## src/rtl/clk_gen.sv

```systemverilog
// ---------------------------------------------------------------------------
// clk_gen
//   Parameterised clock divider / periodic enable generator. Divides clkin
//   down to a 50% duty square wave at CLK_FREQ Hz. For example, the default
//   system clock with CLK_FREQ = 2 gives the cursor blink enable.
//   clkout is a registered level, not a clock-tree clock. Consumers should
//   sample it synchronously or use it as an enable.
//
// Parameters
//   CLK_FREQ    target output frequency in Hz
//   SYS_CLK_HZ  frequency of clkin in Hz
//   CNT_W       width of the half-period counter (must hold HALF)
//
// Ports
//   clkin   in   system clock, all state updates on its rising edge
//   rst     in   asynchronous active-low reset
//   clken   in   count enable; counter and clkout hold while low
//   clkout  out  divided square wave, registered
// ---------------------------------------------------------------------------
module clk_gen #(
    parameter int CLK_FREQ   = 1000,
    parameter int SYS_CLK_HZ = 50000000,
    parameter int CNT_W      = 32
) (
    input  logic clkin,
    input  logic rst,
    input  logic clken,
    output logic clkout
);

    // Half period in enabled clkin cycles. The division truncates.
    // A request faster than clkin/2 is clamped to toggling on every edge.
    localparam int HALF_RAW = SYS_CLK_HZ / (2 * CLK_FREQ);
    localparam int HALF_INT = (HALF_RAW == 0) ? 1 : HALF_RAW;

    localparam logic [CNT_W-1:0] HALF    = CNT_W'(HALF_INT);
    localparam logic [CNT_W-1:0] HALF_M1 = HALF - CNT_W'(1);

    logic [CNT_W-1:0] count;

    // The terminal count is HALF-1, so count never exceeds it.
    // A pause on clken simply freezes the phase of the current half period.
    always_ff @(posedge clkin or negedge rst) begin
        if (!rst) begin
            count  <= '0;
            clkout <= 1'b0;
        end else if (clken) begin
            if (count == HALF_M1) begin
                count  <= '0;
                clkout <= ~clkout;
            end else begin
                count  <= count + CNT_W'(1);
            end
        end
    end

endmodule

```

## config.mk

```make
export PLATFORM = sky130hd
export DESIGN_NAME = clk_gen
export DESIGN_NICKNAME = d
export VERILOG_FILES = /design/src/rtl/clk_gen.sv
export SDC_FILE = /design/constraint.sdc
export NUM_CORES = 1
export LEC_CHECK = 0
export CAP_MARGIN = 15
export CORE_ASPECT_RATIO = 1.5
export CORE_MARGIN = 2
export CORE_UTILIZATION = 50
export DETAILED_ROUTE_END_ITERATION = 8
export PLACE_DENSITY = 0.73
export SYNTH_ARGS = -nofsm -noshare
export SYNTH_HDL_FRONTEND = slang
export SYNTH_SLANG_ARGS = --single-unit
```

## constraint.sdc

```tcl
create_clock -name clkin -period 3.2 [get_ports clkin]
set_input_delay 0.64 -clock clkin [delete_from_list [all_inputs] [get_ports clkin]]
set_output_delay 0.64 -clock clkin [all_outputs]
set_load 0.03 [all_outputs]
```

==> summary.md <==
| Metric | Value |
|---|---|
| Status | complete, no violations |
| Number of distinct library cells after synthesis | 27 |
| Drt drc | 0 |
| Crit path max fanout | 9 |
| Nets | 167 |
| Leakage Power | 0.7869 nW |
| Startpoint types | primary input |
| # diodes | 0 |
| Peak VDD IR | between 400 and 500 µV |
| Final Hold Slack | 0.4744 ns |
| FP Rows | 25 |
| Die ar. | 3791 µm² |
| Area occupied by registers | a little over 800 µm² |
| Clk_lat worst skew | just under 0.3 ns |
| Main area contributors after synthesis | dfrtp_1 50%, xnor2_1 13%, nand4_1 4.5% |
| Setup Total Neg Slack | 0 ns |
| #FFs+latches synth | 33 |
| Cts hold-fix bufs | 0 |
| Buffer depth of the longest clock path | 2 |
| Routed len/inst | 14.68 µm |
| Slowest stage cell, crit path | clkdlybuf4s50_1 |
| P per Cell Area | around 490 nW/µm² |
| Drt total wl | 2995 µm |
| Placement Setup Slack | 0.6930 ns |
| Max-slew violation count | 0 |
| Most frequent cells in the layout | 33 x dfrtp_1, 24 x xnor2_1, 14 x nand3_1, 14 x nor2_1 |
| Share of layout cells above drive strength 1 | 11.59% |
| Starting DRC count in detailed routing | between 40 and 50 |
| Final Skew | 0.007188 ns |
| Number of iterations in the first detailed-routing pass | 4 |
| HP Class | register to register |
| H-tree Lvls | 2 |
| Worst EP arrival | 2.39 ns |
| Footprint of the multi-input gates | between 800 and 900 µm² |
| Area fraction of the dominant cell type after synthesis | 49.96% |
| Final min period | 2.221 ns |
| Crit share post-route | 69.40% |
| Mapped Cells | 152 |
| Root Buffer | clkbuf_8 |
| Worst-margin pin slew | approximately 0.54 ns |
| Rel. slew slack | 63.70% |
| Fillcell total | 279 |
| Clock tree sinks | 33 |
| Final setup vio count | 0 |
| Largest net degree at the start of global routing | 34 |
| Slowest stage delay, CP | ~0.60 ns |
| Mapped Area | 1653 µm² |
| PostCTS Resize Cnt | 0 |
| Commonest non-fill, non-tap cell in the layout | dfrtp_1 |
| Post-CTS Setup Bufs | 0 |
| CP Capture Type | register |
| Vias in the first global route | 1255 |
| I/O pin cnt | 4 |
| Area growth, synth to finish | 10.52% |
| Sequential fraction of the synthesis area | 49.96% |
| Setup CP Type | primary input to register |
| Syn_area_per_cell | 10.87 µm² |
| Required time worst endpoint | 3.37 ns |
| Syn nets | 156 |
| Dpl hpwl | roughly 2100 µm |
| Initial antenna violation count | 0 |
| First-pass GRT wire length | 5823 µm |
| CTS tree | yes |
| Number of port buffers | 3 |
| Via count | about 1200 |
| Final ANT Viol Nets | 0 |
| Final WS setup | 0.9794 ns |
| Final Hold Viols | 0 |
| Synthesis Warnings | 0 |
| Total track usage | 20.82% |
| Final GP Congestion | 0.8655 |
| Overflow left after global routing | 0 |
| Synth area leader | dfrtp_1 |
| Max Freq | ~450 MHz |
| Initial Utilization | 52.32% |
| RSZ-0062 raised after global routing | false |
| Crit path cell chain | clkdlybuf4s50_1, nand3_1, nor4_4, nand4_1, xnor2_1 |
| Max cap viols | 0 |
| Reg clk slew, reported paths | 0.06 ns |
| CORE AREA | approximately 3200 µm² |
| Die Span Y | 74.42 µm |
| Vias per inst | between 5 and 6 |
| Horiz. Die Dim | 50.95 µm |
| CTS Buf Count | 5 |
cell type report:
type | instances | area share [%]
Clock buffer | 6 | 3.973
Clock inverter | 2 | 0.5479
Inverter | 3 | 0.6164
Multi-Input combinational cell | 115 | 44.45
Sequential cell | 33 | 45.21
Tap cell | 40 | 2.740
Timing Repair Buffer | 5 | 2.466
where the power goes:
group	leakage (nW)	internal, mW	switching [mW]
clock network	0.0450	0.151	0.151
logic	0.293	0.0437	0.0467
registers	0.449	0.448	0.0530
total	0.787	0.643	0.251
cells in the mapped netlist:
cell / number
dfrtp_1: 33
xnor2_1: 24
nand3_1: 14
nor2_1: 14
nand2_1: 12
nand4_1: 12
xor2_1: 7
nor4_1: 6
nor3_1: 5
inv_1: 3
nor4_4: 3
and2_1: 2
and3_1: 2
nand2b_1: 2
and3_2: 1
and4_1: 1
clkbuf_1: 1
ha_1: 1
nand4_2: 1
nand4_4: 1
nor4_2: 1
nor4b_1: 1
nor4b_2: 1
o21ai_0: 1
o2bb2ai_1: 1
or3_4: 1
or4b_2: 1
logic make-up (layout without fill, tap and decap cells):
logic type,count (synthesis),count (layout),share of synthesized area (%)
xor+xnor,31,31,16.43
simple gates,81,81,31.11
buf+inv,4,16,0.9081
fa+ha+maj,1,1,0.7569
compound gates,2,2,0.8325
flops,33,33,49.96
metal layers:
metal,GRT usage [%],wire length (µm)
met5,0,0
met4,9.910,68
met3,5.823,101
met2,33.62,1513
met1,25.76,1311
critical path: cells and delay by family:
kind                      cells  cell delay (ns)
and+or+nand+nor               3             0.98
xor gates and xnor gates      1             0.17
buffers and inverters         1             0.60
sequential cells by signal, indices dropped and copies added, names as in the netlist:
| name | flops |
|---|---|
| count | 32 |
| clkout | 1 |
worst paths after layout:
path | from | endpoint | slack [ns] | cells past startpoint
max | clken | count[26] | 0.98 | 5
min | clkout | clkout | 0.47 | 1
max reg2reg | count[0] | count[26] | 1.31 | 5
min reg2reg | clkout | clkout | 0.47 | 1
max in group asynchronous | rst | count[24] | 2.16 | 2
min in group asynchronous | rst | count[28] | 0.75 | 2
per-stage QoR:
| step | instance area, µm² | std cells | power (mW) | utilization (%) |
|---|---|---|---|---|
| floorplan | 1653 | 152 | 0.5597 | - |
| global placement | 1744 | 196 | 0.5941 | 55.21 |
| detailed placement | 1744 | 196 | 0.5999 | 55.21 |
| CTS | 1827 | 204 | 0.9073 | 57.82 |
| global route | 1827 | 204 | 0.9458 | 57.82 |
| finish | 1827 | 204 | 0.8938 | 57.82 |
Note: power is estimated with default switching activity, not from simulation.
